[src/rtl/alu_pkg.sv]
// Shared definitions for the RV32IM ALU and its decoder: the one-hot
// operation bit indices, vector width and divide special-case constants.
package alu_pkg;

  localparam int INSTR_W = 47;
  localparam int OP_W    = 6;

  typedef logic [OP_W-1:0] opIdx_t;

  // R-type
  localparam opIdx_t OP_ADD    = 6'd0;
  localparam opIdx_t OP_SUB    = 6'd1;
  localparam opIdx_t OP_SLL    = 6'd2;
  localparam opIdx_t OP_SLT    = 6'd3;
  localparam opIdx_t OP_SLTU   = 6'd4;
  localparam opIdx_t OP_XOR    = 6'd5;
  localparam opIdx_t OP_SRL    = 6'd6;
  localparam opIdx_t OP_SRA    = 6'd7;
  localparam opIdx_t OP_OR     = 6'd8;
  localparam opIdx_t OP_AND    = 6'd9;
  // I-type
  localparam opIdx_t OP_ADDI   = 6'd10;
  localparam opIdx_t OP_SLTI   = 6'd11;
  localparam opIdx_t OP_SLTIU  = 6'd12;
  localparam opIdx_t OP_XORI   = 6'd13;
  localparam opIdx_t OP_ORI    = 6'd14;
  localparam opIdx_t OP_ANDI   = 6'd15;
  localparam opIdx_t OP_SLLI   = 6'd16;
  localparam opIdx_t OP_SRLI   = 6'd17;
  localparam opIdx_t OP_SRAI   = 6'd18;
  // Upper immediates and jumps
  localparam opIdx_t OP_LUI    = 6'd19;
  localparam opIdx_t OP_AUIPC  = 6'd20;
  localparam opIdx_t OP_JAL    = 6'd21;
  localparam opIdx_t OP_JALR   = 6'd22;
  // Loads and stores
  localparam opIdx_t OP_LB     = 6'd23;
  localparam opIdx_t OP_LH     = 6'd24;
  localparam opIdx_t OP_LW     = 6'd25;
  localparam opIdx_t OP_LBU    = 6'd26;
  localparam opIdx_t OP_LHU    = 6'd27;
  localparam opIdx_t OP_SB     = 6'd28;
  localparam opIdx_t OP_SH     = 6'd29;
  localparam opIdx_t OP_SW     = 6'd30;
  // Branches
  localparam opIdx_t OP_BEQ    = 6'd31;
  localparam opIdx_t OP_BNE    = 6'd32;
  localparam opIdx_t OP_BLT    = 6'd33;
  localparam opIdx_t OP_BGE    = 6'd34;
  localparam opIdx_t OP_BLTU   = 6'd35;
  localparam opIdx_t OP_BGEU   = 6'd36;
  // System
  localparam opIdx_t OP_FENCE  = 6'd37;
  localparam opIdx_t OP_ECALL  = 6'd38;
  // M-extension
  localparam opIdx_t OP_REMU   = 6'd39;
  localparam opIdx_t OP_MUL    = 6'd40;
  localparam opIdx_t OP_MULH   = 6'd41;
  localparam opIdx_t OP_MULHSU = 6'd42;
  localparam opIdx_t OP_MULHU  = 6'd43;
  localparam opIdx_t OP_DIV    = 6'd44;
  localparam opIdx_t OP_DIVU   = 6'd45;
  localparam opIdx_t OP_REM    = 6'd46;

  localparam logic [31:0] DIV_BY_ZERO = 32'hFFFF_FFFF;
  localparam logic [31:0] INT_MIN     = 32'h8000_0000;

endpackage

[src/rtl/alu_if.sv]
// Operand/operation bus between the operand-select stage and the ALU.
interface alu_if;
  import alu_pkg::*;

  logic [31:0]        v1;
  logic [31:0]        v2;
  logic [INSTR_W-1:0] instructions;
  logic [31:0]        ALUoutput;

  modport master (output v1, output v2, output instructions, input ALUoutput);
  modport slave  (input v1, input v2, input instructions, output ALUoutput);

endinterface

[src/rtl/alu_divider.sv]
// Combinational 32-bit signed/unsigned divide and remainder following the
// RISC-V divide-by-zero and signed-overflow rules. Used only with ALU_MEXT_EN.
module alu_divider
  import alu_pkg::*;
(
  input  logic [31:0] dividend_i,
  input  logic [31:0] divisor_i,
  output logic [31:0] quotS_o,
  output logic [31:0] remS_o,
  output logic [31:0] quotU_o,
  output logic [31:0] remU_o
);

  logic divZero;
  logic overflow;

  assign divZero  = (divisor_i == 32'd0);
  assign overflow = (dividend_i == INT_MIN) && (divisor_i == 32'hFFFF_FFFF);

  // The special cases are resolved here so the real divide never sees a zero divisor
  always_comb begin
    quotS_o = DIV_BY_ZERO;
    remS_o  = dividend_i;
    quotU_o = DIV_BY_ZERO;
    remU_o  = dividend_i;
    if (!divZero) begin
      quotU_o = dividend_i / divisor_i;
      remU_o  = dividend_i % divisor_i;
      if (overflow) begin
        quotS_o = INT_MIN;
        remS_o  = 32'd0;
      end else begin
        quotS_o = $signed(dividend_i) / $signed(divisor_i);
        remS_o  = $signed(dividend_i) % $signed(divisor_i);
      end
    end
  end

endmodule

[src/rtl/alu.sv]
// RV32IM integer execution unit: one-hot operation select, registered result.
// Define ALU_MEXT_EN to include the multiplier/divider (bits 39-46).
module alu
  import alu_pkg::*;
(
  input  logic  clk,
  input  logic  rst,
  alu_if.slave  bus
);

  logic [31:0] a;
  logic [31:0] b;
  logic [4:0]  shamt;
  logic [31:0] result_d;
  logic [31:0] result_q;
  opIdx_t      selIdx;
  logic        selValid;

  assign a     = bus.v1;
  assign b     = bus.v2;
  assign shamt = bus.v2[4:0];

`ifdef ALU_MEXT_EN
  logic [31:0] quotS;
  logic [31:0] remS;
  logic [31:0] quotU;
  logic [31:0] remU;

  alu_divider uDivider (
    .dividend_i (a),
    .divisor_i  (b),
    .quotS_o    (quotS),
    .remS_o     (remS),
    .quotU_o    (quotU),
    .remU_o     (remU)
  );
`endif

  // Fixed priority: scanning downwards leaves the lowest set bit selected
  always_comb begin
    selIdx   = '0;
    selValid = 1'b0;
    for (int i = INSTR_W - 1; i >= 0; i--) begin
      if (bus.instructions[i]) begin
        selIdx   = opIdx_t'(i);
        selValid = 1'b1;
      end
    end
  end

  always_comb begin
    result_d = 32'd0;
    if (selValid) begin
      case (selIdx)
        OP_ADD, OP_ADDI:                 result_d = a + b;
        OP_SUB:                          result_d = a - b;
        OP_SLL, OP_SLLI:                 result_d = a << shamt;
        OP_SLT, OP_SLTI:                 result_d = {31'd0, $signed(a) < $signed(b)};
        OP_SLTU, OP_SLTIU:               result_d = {31'd0, a < b};
        OP_XOR, OP_XORI:                 result_d = a ^ b;
        OP_SRL, OP_SRLI:                 result_d = a >> shamt;
        OP_SRA, OP_SRAI:                 result_d = $signed(a) >>> shamt;
        OP_OR, OP_ORI:                   result_d = a | b;
        OP_AND, OP_ANDI:                 result_d = a & b;
        OP_LUI:                          result_d = b;
        OP_AUIPC:                        result_d = a + b;
        OP_JAL, OP_JALR:                 result_d = a + 32'd4;
        OP_LB, OP_LH, OP_LW, OP_LBU,
        OP_LHU, OP_SB, OP_SH, OP_SW:     result_d = a + b;
        OP_BEQ:                          result_d = {31'd0, a == b};
        OP_BNE:                          result_d = {31'd0, a != b};
        OP_BLT:                          result_d = {31'd0, $signed(a) < $signed(b)};
        OP_BGE:                          result_d = {31'd0, $signed(a) >= $signed(b)};
        OP_BLTU:                         result_d = {31'd0, a < b};
        OP_BGEU:                         result_d = {31'd0, a >= b};
        OP_FENCE, OP_ECALL:              result_d = 32'd0;
`ifdef ALU_MEXT_EN
        OP_REMU:   result_d = remU;
        OP_MUL:    result_d = a * b;
        // High halves come from a 64-bit product of the suitably extended operands
        OP_MULH:   result_d = 32'(({{32{a[31]}}, a} * {{32{b[31]}}, b}) >> 32);
        OP_MULHSU: result_d = 32'(({{32{a[31]}}, a} * {32'd0, b}) >> 32);
        OP_MULHU:  result_d = 32'(({32'd0, a} * {32'd0, b}) >> 32);
        OP_DIV:    result_d = quotS;
        OP_DIVU:   result_d = quotU;
        OP_REM:    result_d = remS;
`endif
        default:                         result_d = 32'd0;
      endcase
    end
  end

  always_ff @(posedge clk or posedge rst) begin
    if (rst) begin
      result_q <= 32'd0;
    end else begin
      result_q <= result_d;
    end
  end

  assign bus.ALUoutput = result_q;

endmodule

[src/flat_wrapper.sv]
// flat-port wrapper written by rule: the top's interface ports become plain ports
module alu_flat import alu_pkg::*;
  (clk, rst, bus_v1, bus_v2, bus_instructions, bus_ALUoutput);
  alu_if bus_i ();
  input  logic clk;
  input  logic rst;
  input wire logic [$bits(bus_i.v1)-1:0] bus_v1;
  input wire logic [$bits(bus_i.v2)-1:0] bus_v2;
  input wire logic [$bits(bus_i.instructions)-1:0] bus_instructions;
  output wire logic [$bits(bus_i.ALUoutput)-1:0] bus_ALUoutput;
  assign bus_i.v1 = bus_v1;
  assign bus_i.v2 = bus_v2;
  assign bus_i.instructions = bus_instructions;
  assign bus_ALUoutput = bus_i.ALUoutput;
  alu u_core (.clk(clk), .rst(rst), .bus(bus_i));
endmodule
[config.mk]
export PLATFORM = sky130hd
export DESIGN_NAME = alu_flat
export DESIGN_NICKNAME = d
export VERILOG_FILES = /design/src/rtl/alu_pkg.sv /design/src/rtl/alu_if.sv /design/src/rtl/alu_divider.sv /design/src/rtl/alu.sv /design/src/flat_wrapper.sv
export SDC_FILE = /design/constraint.sdc
export NUM_CORES = 1
export LEC_CHECK = 0
export ABC_AREA = 1
export CELL_PAD_IN_SITES_DETAIL_PLACEMENT = 1
export CELL_PAD_IN_SITES_GLOBAL_PLACEMENT = 1
export CORE_UTILIZATION = 35
export CTS_CLUSTER_SIZE = 14
export DETAILED_ROUTE_END_ITERATION = 12
export HOLD_SLACK_MARGIN = 0.03
export PLACE_DENSITY = 0.84
export SLEW_MARGIN = 20
export SYNTH_ARGS = -nofsm -noshare
export SYNTH_HDL_FRONTEND = slang
export SYNTH_SLANG_ARGS = --single-unit
[constraint.sdc]
create_clock -name clk -period 1 [get_ports clk]
set_clock_uncertainty 0.1 [all_clocks]
set_input_delay 0.3 -clock clk [delete_from_list [all_inputs] [get_ports clk]]
set_output_delay 0.3 -clock clk [all_outputs]
set_load 0.005 [all_outputs]
==> out/qor_table.md, run 1 <==
| Parameter | Value |
|---|---|
| Mapped cell area | 11,400 um^2 |
| Number of enable flip-flop cells after synthesis | 0 |
| Unique masters post-synth | 59 |
| Gate Count Post-Synth | 2,129 |
| Count of placed standard cells including taps | 3,079 |
| Initial antenna violation count | 18 |
| Last stage reached | global routing |
| Maximum level of the CTS H-tree | 2 |
| Mapped Nets | 2,342 |
| Endpoint with the least setup slack after the last repair | u_core.bus.ALUoutput[11]$_DFF_PP0_/D |
| Buffer cell driving the clock tree root | clkbuf_16 |
| Leading area contributor after synthesis | nand2_1 |
| Post-synthesis average cell area | 5.34 um^2 |
| Number of buffers created by CTS | 5 |
| Die X-Extent | 182 um |
| Routability congestion estimate from global placement | 1.01 |
| Leading cell types by count after synthesis | nand2_1, inv_1, nor2_1 |
| HPWL after detailed placement | 54,300 um |
| Library cell with the highest instance count after synthesis | nand2_1 |
| Outcome | stopped before the end |
| Initial Utilization | 35.8% |
| Top cells by area, synth | nand2_1, ha_1, o21ai_0, inv_1, nor2_1 |
| Placed Instance Area | 16,900 um^2 |
| Top Ports | 145 |
| Longest Clk Path Bufs | 2 |
| Warnings, synthesis | 0 |
| Die height | 182 um |
| Share of Yosys cell area claimed by the top area cell type | 19.7% |
| Part of the Yosys area used for sequential elements | 7.05% |
| Overall global routing resource usage | 79.7% |
| Number of buffers inserted by port buffering | 144 |
| Gr ovfl total | 32 |
| Flops & latches, synth | 32 |
| Tool error | [ERROR GRT-0232] Routing congestion too high. Check the congestion heatmap in the GUI. |
| Ys async rst share | 100% |
| Clock sink count | 32 |
| Maximum number of pins on one net before global-route repair | 87 |
| Core Rows | 65 |
| Most common flop cell mapped by yosys | dfrtp_1 |
| Worst EP Category | register data pin |
| CTS Hold Buffers Added | 0 |
routing by layer:
layer	GRT overflow	global-route usage (%)
met5	0	50.1
met4	16	81.3
met3	1	68.0
met2	15	93.8
met1	0	77.4
through the flow:
| stage | util, % | setup WS [ns] |
|---|---|---|
| 3_3_place_gp | 53.3 | -4.00 |
| 2_1_floorplan | - | -3.09 |
| 3_5_place_dp | 53.3 | -4.26 |
| 4_1_cts | 60.4 | -3.06 |
timing repair:
action / CTS
gates cloned: 11
buffers inserted: 79
pin swaps: 157
endpoints found under the setup margin: 64
gates resized for setup: 510
kinds of logic after synthesis:
kind of cell             share of synthesized area [%]
adder cells (fa/ha/maj)                           11.1
flip-flops                                        7.05
XOR/XNOR                                          5.32
multiplexers                                     0.716
AO/OA/AOI/OAI                                     21.2
AND/OR/NAND/NOR                                   39.9
buffers and inverters                             14.6
==> inputs of run 2 (changes only) <==
Settings changed: CELL_PAD_IN_SITES_DETAIL_PLACEMENT 1 to unset, CELL_PAD_IN_SITES_GLOBAL_PLACEMENT 1 to unset, CORE_UTILIZATION 35 to 23, CTS_CLUSTER_SIZE 14 to unset, HOLD_SLACK_MARGIN 0.03 to unset, PLACE_DENSITY 0.84 to unset, PLACE_DENSITY_LB_ADDON set to 0.15.
Clock period 1 ns to 1.3 ns, I/O delays scaled along.
==> run 2 against run 1 <==
The flow now finishes, with violations (DRC, setup timing); synthesized cell count unchanged; synthesized area unchanged.
==> out/qor_table.md, run 2 <==
| Parameter | Value | Delta |
|---|---|---|
| Top Ports | 145 | unchanged |
| Clock sink count | 32 | unchanged |
| Summed area of non-filler cells in the final layout | 20,300 um^2 |  |
| Mapped cell area | 11,400 um^2 | unchanged |
| Flops & latches, synth | 32 | unchanged |
| Filler Cells Inserted | 5,365 |  |
| First-pass GRT wire length | 99,700 um |  |
| DIE AREA | 50,300 um^2 |  |
| Violated checks | DRC, setup timing |  |
| Static leakage | 10.6 nW |  |
| Number of buffers created by CTS | 5 | unchanged |
| Layout cell share with drive strength beyond 1 | 36.4% |  |
| Critical path type | input pin to register |  |
| Die height | 224 um | was 182 um |
| Gate Count Post-Synth | 2,129 | unchanged |
| Buffer cell driving the clock tree root | clkbuf_16 | unchanged |
| Remaining number of nets flagged by the antenna check after routing | 0 |  |
| Maximum number of pins on one net before global-route repair | 87 |  |
| Initial Utilization | 23.3% | was 35.8% |
| Core region area | 48,800 um^2 |  |
| Number of buffers inserted by port buffering | 144 | unchanged |
| Core Rows | 81 | was 65 |
| Total DRC errors in the routed layout | 4 |  |
| Library cell with the highest instance count after synthesis | nand2_1 | unchanged |
| # nets final | 3,068 |  |
| Highest-delay cell along the critical path | ha_4 |  |
| Routed WL per cell | 19.3 um |  |
| Violation count after the first detailed-route iteration | 1,296 |  |
| Max rail drop VDD | 0.486 mV |  |
| HPWL after detailed placement | 52,300 um | was 54,300 um |
| Crit path arrival time | 4.39 ns |  |
| Pwr Total | 10.6 mW |  |
| Initial antenna violation count | 4 |  |
| Nature of the critical path startpoint | input pin |  |
| Total routed wirelength | 67,900 um |  |
| Worst hold-check path type | input pin to asynchronous set/reset pin |  |
| Hold Slack | 0.341 ns |  |
| Share of the clock period used by the worst path | 325% |  |
| CTS Hold Buffers Added | 0 | unchanged |
| Die X-Extent | 224 um | was 182 um |
| Longest Clk Path Bufs | 2 | unchanged |
| Placed Instance Area | 17,500 um^2 | was 16,900 um^2 |
| Clock-pin slew of the registers on the worst-case setup and hold paths | 0.07 ns |  |
| Count of endpoints failing setup in the final report | 42 |  |
| Gr ovfl total | 0 |  |
| Leading cell types by count after synthesis | nand2_1, inv_1, nor2_1 | unchanged |
| Setup slack of the critical path after layout | -2.93 ns |  |
| Via count of the first global-routing pass | 16,300 |  |
| Post-synthesis average cell area | 5.34 um^2 | unchanged |
| Overall global routing resource usage | 26.5% |  |
| Measured slew at the worst slew-check pin | 0.835 ns |  |
| Vias after detailed routing | 16,800 |  |
| CP dominant cell by count | buf_4 |  |
| Footprint of the multi-input gates | 10,300 um^2 |  |
| Slew headroom | 44.3% |  |
| Ys async rst share | 100% | unchanged |
| Vias per cell | 4.77 |  |
| Timing-limited maximum frequency | 236 MHz |  |
| Required @ worst endpoint | 1.46 ns |  |
| Worst setup EP type | register |  |
| Final worst path period need | 4.23 ns |  |
| Part of the Yosys area used for sequential elements | 7.05% | unchanged |
| Area Growth Syn to Fin | 78.5% |  |
| Unique masters post-synth | 59 | unchanged |
| Top library cells by usage in the layout, fill and taps aside | buf_4, nand2_1, inv_1, nor2_1, o21ai_0 |  |
| Number of enable flip-flop cells after synthesis | 0 | unchanged |
| Most common flop cell mapped by yosys | dfrtp_1 | unchanged |
| Max FFs per register | 32 |  |
| Maximum level of the CTS H-tree | 2 | unchanged |
| Leading area contributor after synthesis | nand2_1 | unchanged |
| Warnings, synthesis | 0 | unchanged |
| Worst-path maximum fanout | 2 |  |
| Outcome | finished with violations | was stopped before the end |
| Max_cap viols | 0 |  |
| Most common cell after layout, fill and taps aside | buf_4 |  |
| Number of iterations in the first detailed-routing pass | 11 |  |
| TritonCTS clock tree | done |  |
| Final Hold Vio Count | 0 |  |
| Routability congestion estimate from global placement | 0.949 | was 1.01 |
| Top cells by area, synth | nand2_1, ha_1, o21ai_0, inv_1, nor2_1 | unchanged |
| Mapped Nets | 2,342 | unchanged |
| Unrepaired setup endpoints after global routing | yes |  |
| Longest individual stage delay on the worst path | 0.27 ns |  |
| Pins over their slew limit | 0 |  |
| Cell area power density | 524 nW/um^2 |  |
| Storage cell area | 802 um^2 |  |
| Share of Yosys cell area claimed by the top area cell type | 19.7% | unchanged |
## run 2: path summary, 6_finish.rpt
path	slack, ns	to	startpoint	depth (start not counted)
max	-2.93	u_core.bus.ALUoutput[3]$_DFF_PP0_	bus_v2[1]	36
min	0.34	u_core.bus.ALUoutput[20]$_DFF_PP0_	rst	3
max in group asynchronous	0.50	u_core.bus.ALUoutput[2]$_DFF_PP0_	rst	3
min in group clk	0.61	u_core.bus.ALUoutput[2]$_DFF_PP0_	bus_v2[2]	8
## run 2: cells by family after synthesis
logic type      after synthesis  synth area share, %
xor+xnor                     69                 5.32
flops                        32                 7.05
mux                           8                0.716
fa+ha+maj                   100                 11.1
compound gates              434                 21.2
buf+inv                     392                 14.6
simple gates               1094                 39.9
## run 2: what timing repair did
action,CTS,global route
setup buffers,117,18
endpoints found under the setup margin,64,50
resized for setup,443,165
cloned,10,1
pin swaps,152,90
## run 2: cell type report
class / count / share of cell area [%]
clock buffer: 8 / 0.722
timing repair inverter: 2 / 0.136
antenna: 3 / 0.0370
tap: 664 / 4.10
sequential: 32 / 3.95
inverter: 286 / 5.58
multi-input combinational: 1705 / 50.6
timing repair buffer: 823 / 34.8
## run 2: where the power goes
part	internal [mW]	leakage, nW	switching (mW)
Combinational	3.74	10.1	4.24
Sequential	1.21	0.392	0.102
Clock	0.768	0.0712	0.560
Total	5.72	10.6	4.91
## run 2: metrics by stage
stage	instances	utilization, %	setup WS, ns	TNS, ns
6_report	3523	41.5	-2.93	-84.66
5_1_grt	3521	41.5	-3.15	-98.99
4_1_cts	3512	40.1	-2.91	-85.78
3_5_place_dp	3385	35.9	-3.89	-113.06
3_3_place_gp	3385	35.9	-3.86	-113.08
2_1_floorplan	2129	-	-2.88	-74.09
## run 2: routing by layer
metal / GRT usage [%] / vias up / wire [um] / part of all wire (%)
met1: 37.0 / 7831 / 31100 / 46
met5: 0 / - / 0 / 0
li1: - / 8280 / - / -
met2: 42.0 / 576 / 30000 / 44
met4: 8.16 / 0 / 2180 / 3.2
met3: 3.57 / 101 / 4640 / 6.8
## run 2: worst max-delay path: cells and delay by family
family,cells,cell delay [ns]
adders and majority gates,1,0.27
buffers and inverters,27,3.14
and+or+nand+nor,8,0.59
(Power assumes the default switching activity.)
